<file path="src/rtl/md_unit_scheduler_pkg.sv">
// Shared types and default latencies for the multiply/divide unit scheduler.
// Op encoding matches the EX-stage MdOpE field; bit 1 distinguishes divides.
package mips_md_pkg;

  typedef enum logic [1:0] {
    MD_MULT  = 2'b00,
    MD_MULTU = 2'b01,
    MD_DIV   = 2'b10,
    MD_DIVU  = 2'b11
  } md_op_t;

  typedef enum logic [1:0] {
    S_IDLE = 2'b00,
    S_RUN  = 2'b01,
    S_DONE = 2'b10,
    S_DIVZ = 2'b11
  } md_state_t;

  localparam int DEF_MUL_LAT = 4;
  localparam int DEF_DIV_LAT = 32;
  localparam int DEF_CNT_W   = 6;

  function automatic logic isDivOp(input logic [1:0] op);
    return op[1];
  endfunction

endpackage

</file>
<file path="src/rtl/md_unit_scheduler_if.sv">
// Signal bundle between EX/ID/hazard logic and the MDU scheduler.
// master = pipeline side driving requests, slave = scheduler.
interface md_unit_scheduler_if;

  logic       MdStartE;
  logic [1:0] MdOpE;
  logic       MdDivZeroE;
  logic       MdUseD;

  logic       MdBusy;
  logic       MdStallD;
  logic       MdInit;
  logic       MdStep;
  logic [1:0] MdOp;
  logic       MdHiLoWE;
  logic       MdDivZero;
  logic       MdErr;

  modport master (
    output MdStartE, MdOpE, MdDivZeroE, MdUseD,
    input  MdBusy, MdStallD, MdInit, MdStep, MdOp, MdHiLoWE, MdDivZero, MdErr
  );

  modport slave (
    input  MdStartE, MdOpE, MdDivZeroE, MdUseD,
    output MdBusy, MdStallD, MdInit, MdStep, MdOp, MdHiLoWE, MdDivZero, MdErr
  );

endinterface

</file>
<file path="src/rtl/md_unit_scheduler_lat_counter.sv">
// Load/decrement latency counter for the MDU RUN phase.
// Saturates at zero so a late decrement can never wrap into a long stall.
module md_lat_counter #(
  parameter int CNT_W = 6
) (
  input  logic             clk,
  input  logic             rst,
  input  logic             load,
  input  logic [CNT_W-1:0] loadVal,
  input  logic             dec,
  output logic             zero
);

  logic [CNT_W-1:0] cnt;

  always_ff @(posedge clk) begin
    if (rst) begin
      cnt <= '0;
    end else if (load) begin
      cnt <= loadVal;
    end else if (dec && (cnt != '0)) begin
      cnt <= cnt - 1'b1;
    end
  end

  assign zero = (cnt == '0);

endmodule

</file>
<file path="src/rtl/md_unit_scheduler.sv">
// Sequencer for the iterative multiply/divide unit: issues init/step/HI-LO write
// and the decode-stage stall request.
//   state  | meaning
//   S_IDLE | no op in flight, accepts MdStartE
//   S_RUN  | datapath iterating, one MdStep per cycle
//   S_DONE | result ready, HI/LO written this cycle
//   S_DIVZ | divide by zero, flag only, HI/LO untouched
module md_unit_scheduler
  import mips_md_pkg::*;
#(
  parameter int MUL_LAT = DEF_MUL_LAT,
  parameter int DIV_LAT = DEF_DIV_LAT,
  parameter int CNT_W   = DEF_CNT_W
) (
  input logic               clk,
  input logic               rst,
  md_unit_scheduler_if.slave md
);

  localparam logic [CNT_W-1:0] MUL_LOAD = CNT_W'(MUL_LAT - 1);
  localparam logic [CNT_W-1:0] DIV_LOAD = CNT_W'(DIV_LAT - 1);

  md_state_t state, stateNext;
  md_op_t    opReg;
  logic      errReg;

  logic             cntLoad;
  logic             cntDec;
  logic             cntZero;
  logic [CNT_W-1:0] cntLoadVal;
  logic             startReq;
  logic             opEIsDiv;
  logic             divZeroStart;
  logic             initPulse;
  logic             busy;

  assign startReq     = md.MdStartE && !rst;
  assign opEIsDiv     = isDivOp(md.MdOpE);
  assign divZeroStart = opEIsDiv && md.MdDivZeroE;
  assign cntLoadVal   = opEIsDiv ? DIV_LOAD : MUL_LOAD;

  md_lat_counter #(
    .CNT_W (CNT_W)
  ) u_lat_counter (
    .clk     (clk),
    .rst     (rst),
    .load    (cntLoad),
    .loadVal (cntLoadVal),
    .dec     (cntDec),
    .zero    (cntZero)
  );

  always_ff @(posedge clk) begin
    if (rst) begin
      state <= S_IDLE;
    end else begin
      state <= stateNext;
    end
  end

  always_comb begin
    stateNext = state;
    cntLoad   = 1'b0;
    cntDec    = 1'b0;
    initPulse = 1'b0;
    case (state)
      S_IDLE: begin
        if (startReq) begin
          initPulse = 1'b1;
          if (divZeroStart) begin
            stateNext = S_DIVZ;
          end else begin
            cntLoad   = 1'b1;
            stateNext = S_RUN;
          end
        end
      end
      S_RUN: begin
        // The step in the cnt==0 cycle is the last of LAT steps.
        cntDec = !cntZero;
        if (cntZero) begin
          stateNext = S_DONE;
        end
      end
      S_DONE:  stateNext = S_IDLE;
      S_DIVZ:  stateNext = S_IDLE;
      default: stateNext = S_IDLE;
    endcase
  end

  // Op latch and sticky protocol-violation flag; a start while busy is dropped.
  always_ff @(posedge clk) begin
    if (rst) begin
      opReg  <= MD_MULT;
      errReg <= 1'b0;
    end else begin
      if (initPulse) begin
        opReg <= md_op_t'(md.MdOpE);
      end
      if (md.MdStartE && (state != S_IDLE)) begin
        errReg <= 1'b1;
      end
    end
  end

  assign busy         = (state != S_IDLE);
  assign md.MdBusy    = busy;
  assign md.MdStep    = (state == S_RUN);
  assign md.MdHiLoWE  = (state == S_DONE);
  assign md.MdDivZero = (state == S_DIVZ);
  assign md.MdInit    = initPulse;
  assign md.MdOp      = opReg;
  assign md.MdErr     = errReg;
  // Stall covers the issue cycle too, so an MFHI/MFLO never slips past a fresh start.
  assign md.MdStallD  = md.MdUseD && (busy || md.MdStartE);

endmodule

</file>
<file path="src/flat_wrapper.sv">
// flat-port wrapper written by rule: the top's interface ports become plain ports
module md_unit_scheduler_flat import mips_md_pkg::*;
#(
  parameter int MUL_LAT = DEF_MUL_LAT,
  parameter int DIV_LAT = DEF_DIV_LAT,
  parameter int CNT_W   = DEF_CNT_W
)
  (clk, rst, md_MdStartE, md_MdOpE, md_MdDivZeroE, md_MdUseD, md_MdBusy, md_MdStallD, md_MdInit, md_MdStep, md_MdOp, md_MdHiLoWE, md_MdDivZero, md_MdErr);
  md_unit_scheduler_if md_i ();
  input logic clk;
  input logic rst;
  input wire logic [$bits(md_i.MdStartE)-1:0] md_MdStartE;
  input wire logic [$bits(md_i.MdOpE)-1:0] md_MdOpE;
  input wire logic [$bits(md_i.MdDivZeroE)-1:0] md_MdDivZeroE;
  input wire logic [$bits(md_i.MdUseD)-1:0] md_MdUseD;
  output wire logic [$bits(md_i.MdBusy)-1:0] md_MdBusy;
  output wire logic [$bits(md_i.MdStallD)-1:0] md_MdStallD;
  output wire logic [$bits(md_i.MdInit)-1:0] md_MdInit;
  output wire logic [$bits(md_i.MdStep)-1:0] md_MdStep;
  output wire logic [$bits(md_i.MdOp)-1:0] md_MdOp;
  output wire logic [$bits(md_i.MdHiLoWE)-1:0] md_MdHiLoWE;
  output wire logic [$bits(md_i.MdDivZero)-1:0] md_MdDivZero;
  output wire logic [$bits(md_i.MdErr)-1:0] md_MdErr;
  assign md_i.MdStartE = md_MdStartE;
  assign md_i.MdOpE = md_MdOpE;
  assign md_i.MdDivZeroE = md_MdDivZeroE;
  assign md_i.MdUseD = md_MdUseD;
  assign md_MdBusy = md_i.MdBusy;
  assign md_MdStallD = md_i.MdStallD;
  assign md_MdInit = md_i.MdInit;
  assign md_MdStep = md_i.MdStep;
  assign md_MdOp = md_i.MdOp;
  assign md_MdHiLoWE = md_i.MdHiLoWE;
  assign md_MdDivZero = md_i.MdDivZero;
  assign md_MdErr = md_i.MdErr;
  md_unit_scheduler #(.MUL_LAT(MUL_LAT), .DIV_LAT(DIV_LAT), .CNT_W(CNT_W)) u_core (.clk(clk), .rst(rst), .md(md_i));
endmodule
</file>
<file path="config.mk">
export PLATFORM = sky130hd
export DESIGN_NAME = md_unit_scheduler_flat
export DESIGN_NICKNAME = d
export VERILOG_FILES = /design/src/rtl/md_unit_scheduler_pkg.sv /design/src/rtl/md_unit_scheduler_if.sv /design/src/rtl/md_unit_scheduler_lat_counter.sv /design/src/rtl/md_unit_scheduler.sv /design/src/flat_wrapper.sv
export SDC_FILE = /design/constraint.sdc
export NUM_CORES = 1
export LEC_CHECK = 0
export ABC_AREA = 1
export BUFFER_PORTS_ARGS = -buffer_cell sky130_fd_sc_hd__buf_4
export CORE_UTILIZATION = 49
export CTS_CLUSTER_SIZE = 28
export DETAILED_ROUTE_END_ITERATION = 10
export PLACE_DENSITY = 0.79
export SLEW_MARGIN = 0
export SYNTH_ARGS = -nofsm -noshare
export SYNTH_HDL_FRONTEND = slang
export SYNTH_SLANG_ARGS = --single-unit
</file>
<file path="constraint.sdc">
create_clock -name clk -period 1.4 [get_ports clk]
set_input_delay 0.07 -clock clk [delete_from_list [all_inputs] [get_ports clk]]
set_output_delay 0.07 -clock clk [all_outputs]
set_load 0.02 [all_outputs]
</file>
Yosys cells after proc, flatten, opt, wreduce, memory -nomap -nowiden
Index checks and enable logic that the tools add are counted.
- add/sub/neg operators: 1
- equality and inequality tests: 5
- mux-type cells: 13
- reduce and logical (&&, ||, !) cells: 15
- operators by type and width (cell ; count):
    $mux W6 ; 2
    $logic_not A6 Y1 ; 1
    $mux W1 ; 6
    $mux W2 ; 3
    $pmux W2 S3 ; 1
    $reduce_bool A6 Y1 ; 1
    $sub A6 B1 Y6 const B ; 1
    $logic_and A1 B1 Y1 ; 5
    $mux W5 ; 1
    $eq A2 B2 Y1 const B ; 2
    $ne A2 B1 Y1 const B ; 2
    $reduce_bool A2 Y1 ; 2
    $eq A2 B1 Y1 const B ; 1
    $logic_not A1 Y1 ; 2
    $logic_not A2 Y1 ; 1
    $reduce_and A2 Y1 ; 1
    $reduce_or A2 Y1 ; 1
    $logic_or A1 B1 Y1 ; 1
- flip-flop bits (word level): 11
- bits of input ports: 7
- output and inout bits: 9
- logic and storage cells: 38

Longest topological paths before layout
- depth in word-level cells: 6
- gate-level depth with buffers: 8
- gate-level depth less buffers: 8

Modules after synthesis
Synthesis repeated with hierarchy kept, for this count alone.
- cells, all modules: 111
- area total of the unflattened synthesis: 718.2 um2
- by module, submodules not included (module ; instances ; cells an instance ; area an instance (um2) ; seq. area each (um2)):
    md_lat_counter ; 1 ; 68 ; 421.7 ; 120.1
    md_unit_scheduler ; 1 ; 43 ; 296.5 ; 100.1

Worst setup path after synthesis
Ideal clock, no wire load.
- path type: register to register
- start: reg u_core.u_lat_counter.cnt[0]
- end: reg u_core.u_lat_counter.cnt[0]
- library setup time: 0.116 ns
- data arrival time: 1.067 ns
- required time: 1.284 ns
- path slack: 0.218 ns
- stages on the path, launching flop included: 8
- path buffers: 1
- period minus slack after synthesis: 1.182 ns
- cells stage by stage: dfxtp_1 > inv_1 > ha_1 > nand3_2 > nand2_1 > buf_6 > o21ai_0 > nor2_1
- cells in the longest elaborated chain, start to end: 5
- elaborated cells between the ends (all ways): 9
- those cells by class: add/sub (1); mux (3); reduce/logical (5)
- ends and longest elaborated chain (element ; line ; source):
    start, declared ; md_unit_scheduler_lat_counter.sv:14 ; logic [CNT_W-1:0] cnt;
    start signal, assigned ; md_unit_scheduler_lat_counter.sv:20 ; cnt <= loadVal;
    start signal, assigned ; md_unit_scheduler_lat_counter.sv:22 ; cnt <= cnt - 1'b1;
    parallel branches: the longest is 5 deep, another holds $sub A6 B1 Y6 ; -- ;
Parallel ways; which one is timed is not known. The select of a mux whose other input is x is not followed.
A chain may end at the register's enable or synchronous reset.

Final worst setup path
- start: in rst
- end: out md_MdInit
- cells in the longest elaborated chain, start to end: 4
- ends and longest elaborated chain (element ; line ; source):
    start, declared ; flat_wrapper.sv:11 ; input logic rst;
    $logic_not A1 Y1 ; md_unit_scheduler.sv:37 ; assign startReq = md.MdStartE && !rst;
    $logic_and A1 B1 Y1 ; md_unit_scheduler.sv:37 ;
    $mux W1 ; md_unit_scheduler.sv:68 ; if (startReq) begin
    $mux W1 ; md_unit_scheduler.sv:66 ; case (state)
    end, declared ; flat_wrapper.sv:18 ; output wire logic [$bits(md_i.MdInit)-1:0] md_MdInit;
No other way between the ends.

==> impl_metrics.tcl <==
set metrics [dict create \
    synth_seq_area_share_pct 34.6 \
    vdd_ir_drop_max_uv 982 \
    antenna_left 0 \
    slew_headroom_pct 83.8 \
    grt_usage_pct 24.1 \
    critPathMaxStageDelay_ns 0.54 \
    synth_edf_count 0 \
    critPathLaunch "rst" \
    crit_chain "dlygate4sd3_1 > buf_4 > inv_4 > nand2_4 > nor2_4 > buf_4" \
    syn_avg_cell_area_um2 6.70 \
    synth_top_family_by_area "simple AND/OR/NAND/NOR gates" \
    syn_inst 95 \
    path_clk_slew_ns 0.07 \
    crit_top_cell "buf_4" \
    maxCapViolCount 0 \
    grt_max_degree 12 \
    cp_max_fo 8 \
    required_ns 1.33 \
    path_class "in -> out" \
    startpoint_type "input pin" \
    nNetsFinal 125 \
    synthFlopType "dfxtp_1" \
    synthMuxAreaShare_pct 0 \
    clockPowerShare_pct 15.8 \
    r2r_slack_ns 0.15 \
    netlist_top_cells_count "nand2_1, nor2_1, dfxtp_1, inv_1, nand3_1" \
    period_share_pct 93.5 \
    drc 0 \
    drv_slew 0 \
    fin_crit_ns 1.31 \
    grt_pass1_vias 622 \
    synth.area.top_cells "dfxtp_1, nand2_1, nor2_1" \
    comb_power_share_pct 50.8 \
    crit_path_end "md_MdInit" \
    grt_setup_unrepaired "no" \
    setup_viol 0 \
    synth_top_area_share_pct 34.6 \
    ys_ff_latch 11 \
    fin_util_pct 71.3 \
    fill_cells 100 \
    place.gp.congestion 0.822 \
    grt_pass1_wl_um 2370 \
    grt_overflow_total 0 \
    async_flop_share_pct 0 \
    dr.pass1.iters 4 \
    p_int_uw 776 \
    numCtsBuffers 3 \
    clock-sinks 11 \
    p_seq_share_pct 33.4 \
    ys_types 19 \
    p_per_area_nw_per_um2 1700 \
    cp.arrival_ns 1.24 \
    tightest_slew_ns 0.242 \
    htreeDepth 1 \
    initial_core_util_pct 55.1 \
    viasPerCell 5.02 \
    reg2reg_to "u_core.u_lat_counter.cnt[5]" \
    cts_setup_buffers 0 \
    p_leak_uw 0.000437 \
    fin_worst_skew_ns 0.00233 \
    synthSimpleGateAreaFrac_pct 42.6 \
    core-area_um2 1160 \
    drtIter0Drc 16 \
    hold_viol 0 \
    switchingPower_uw 623 \
    max_freq_mhz 764 \
    synthAdderAreaFrac_pct 3.93 \
    ff2ff_path_depth 7 \
    root_buffer "clkbuf_4" \
    ys_warn_count 0 \
    die_h_um 38.1 \
    io-pin-count 16 \
    fp.dieW_um 38.1 \
    synth.net_count 104 \
    rr_startpoint "u_core.u_lat_counter.cnt[0]" \
    power.total_uw 1400 \
    cp-end-kind "primary output" \
    insertion_delay_ns 0.27 \
    row_count 12 \
    hpwlAfterDp_um 1080 \
    clk_path_buf_depth 2 \
    grt_antenna_before_repair 0 \
    synth_xor_area_share_pct 2.75 \
    synth_compound_gate_area_share_pct 6.09 \
    antennaDiodeCount 0 \
    wl_per_cell_um 11.1 \
    drt_wl_total_um 1430 \
    port_buffers 15 \
    synthToLayoutAreaGrowth_pct 29.5 \
    dieArea_um2 1450 \
    swShare_pct 44.5 \
    cts_tree "yes" \
    critPathSlowestCell "dlygate4sd3_1" \
    syn_area_um2 637 \
    yosys.area.top_type "dfxtp_1" \
    setup_tns_ns 0 \
    outcome "finished, final reports clean" \
    via_count 647 \
    layout-drive-gt1-share_pct 26.1 \
    hold_path_class "in -> reg" \
    synth.most_common_cell "nand2_1" \
]
[power groups by stage]
stage	Combinational [µW]	Sequential [µW]	Clock, µW
after floorplan	511	468	0
after global placement	652	466	0
after detailed placement	671	470	0
after CTS	687	463	224
after global routing	796	476	236
final	711	467	221
[cells in the final DEF, fill, tap and decap left out, drive strengths merged]
| master | synthesis | final |
|---|---|---|
| ha | 2 | 2 |
| o21a | 1 | 1 |
| dfxtp | 11 | 11 |
| a31oi | 1 | 1 |
| o21ai | 5 | 5 |
| dlygate4sd3 | 0 | 2 |
| nor3 | 1 | 1 |
| inv | 14 | 14 |
| xor2 | 2 | 2 |
| nor2 | 24 | 24 |
| nand3 | 10 | 10 |
| nand2 | 22 | 22 |
| clkbuf | 0 | 4 |
| buf | 1 | 15 |
| nand4 | 1 | 1 |
[worst min path at each step]
stage	from	endpoint	slack, ns	cells after the start
3_5_place_dp	md_MdOpE[0]	u_core.md.MdOp[0]	0.27	3
4_1_cts	md_MdOpE[1]	u_core.md.MdOp[1]	0.09	3
5_1_grt	md_MdOpE[1]	u_core.md.MdOp[1]	0.12	3
6_report	md_MdOpE[1]	u_core.md.MdOp[1]	0.08	3
2_1_floorplan	rst	u_core.state[1]	0.15	1
3_3_place_gp	md_MdOpE[0]	u_core.md.MdOp[0]	0.27	3
[sequential cells by signal, indices dropped and copies added, names as in the netlist]
register / count
u_core.u_lat_counter.cnt: 6
u_core.md.MdOp: 2
u_core.state: 2
u_core.md.MdErr: 1
[stage by stage]
| step | instance area, µm² | cells | hold WS, ns | setup slack (ns) |
|---|---|---|---|---|
| CTS | 805 | 129 | 0.0894 | 0.0354 |
| global placement | 756 | 123 | 0.272 | 0.104 |
| floorplan | 637 | 95 | 0.149 | 0.218 |
| global route | 825 | 129 | 0.123 | 0.0204 |
| detailed placement | 756 | 123 | 0.272 | 0.0139 |
| finish | 825 | 129 | 0.0823 | 0.0915 |
[repair_timing]
action,4_1_cts,5_1_grt
hold buffers,2,0
gates resized for setup,1,5
gates cloned,0,0
setup endpoints to repair,1,8
hold endpoints to repair,2,0
[cell families after synthesis]
kind of cell             Yosys count
AND/OR/NAND/NOR                   58
adder cells (fa/ha/maj)            2
buffers and inverters             15
XOR/XNOR                           2
flip-flops                        11
AO/OA/AOI/OAI                      7
[layout make-up]
| cell class | instances | area, µm² | area share (%) |
|---|---|---|---|
| timing repair buffer | 17 | 133 | 16.1 |
| tap | 14 | 17.5 | 2.12 |
| multi-input combinational | 69 | 373 | 45.2 |
| clock buffer | 4 | 26.3 | 3.19 |
| inverter | 14 | 55.1 | 6.68 |
| sequential | 11 | 220 | 26.7 |
[worst max-delay path: cells and delay by family]
family	cells	cell delay, ns
and+or+nand+nor	2	0.21
buffers and inverters	4	0.96
[routing by layer]
| layer | part of all wire (%) | routed length, µm | vias up | GRT usage [%] |
|---|---|---|---|---|
| li1 | - | - | 334 | - |
| met1 | 42 | 603 | 296 | 23.5 |
| met2 | 53 | 758 | 15 | 47.0 |
| met3 | 4.1 | 59 | 2 | 5.23 |
| met4 | 0.77 | 11 | 0 | 10.7 |
| met5 | 0 | 0 | - | 0 |
Power figures use the tool's default switching activity.
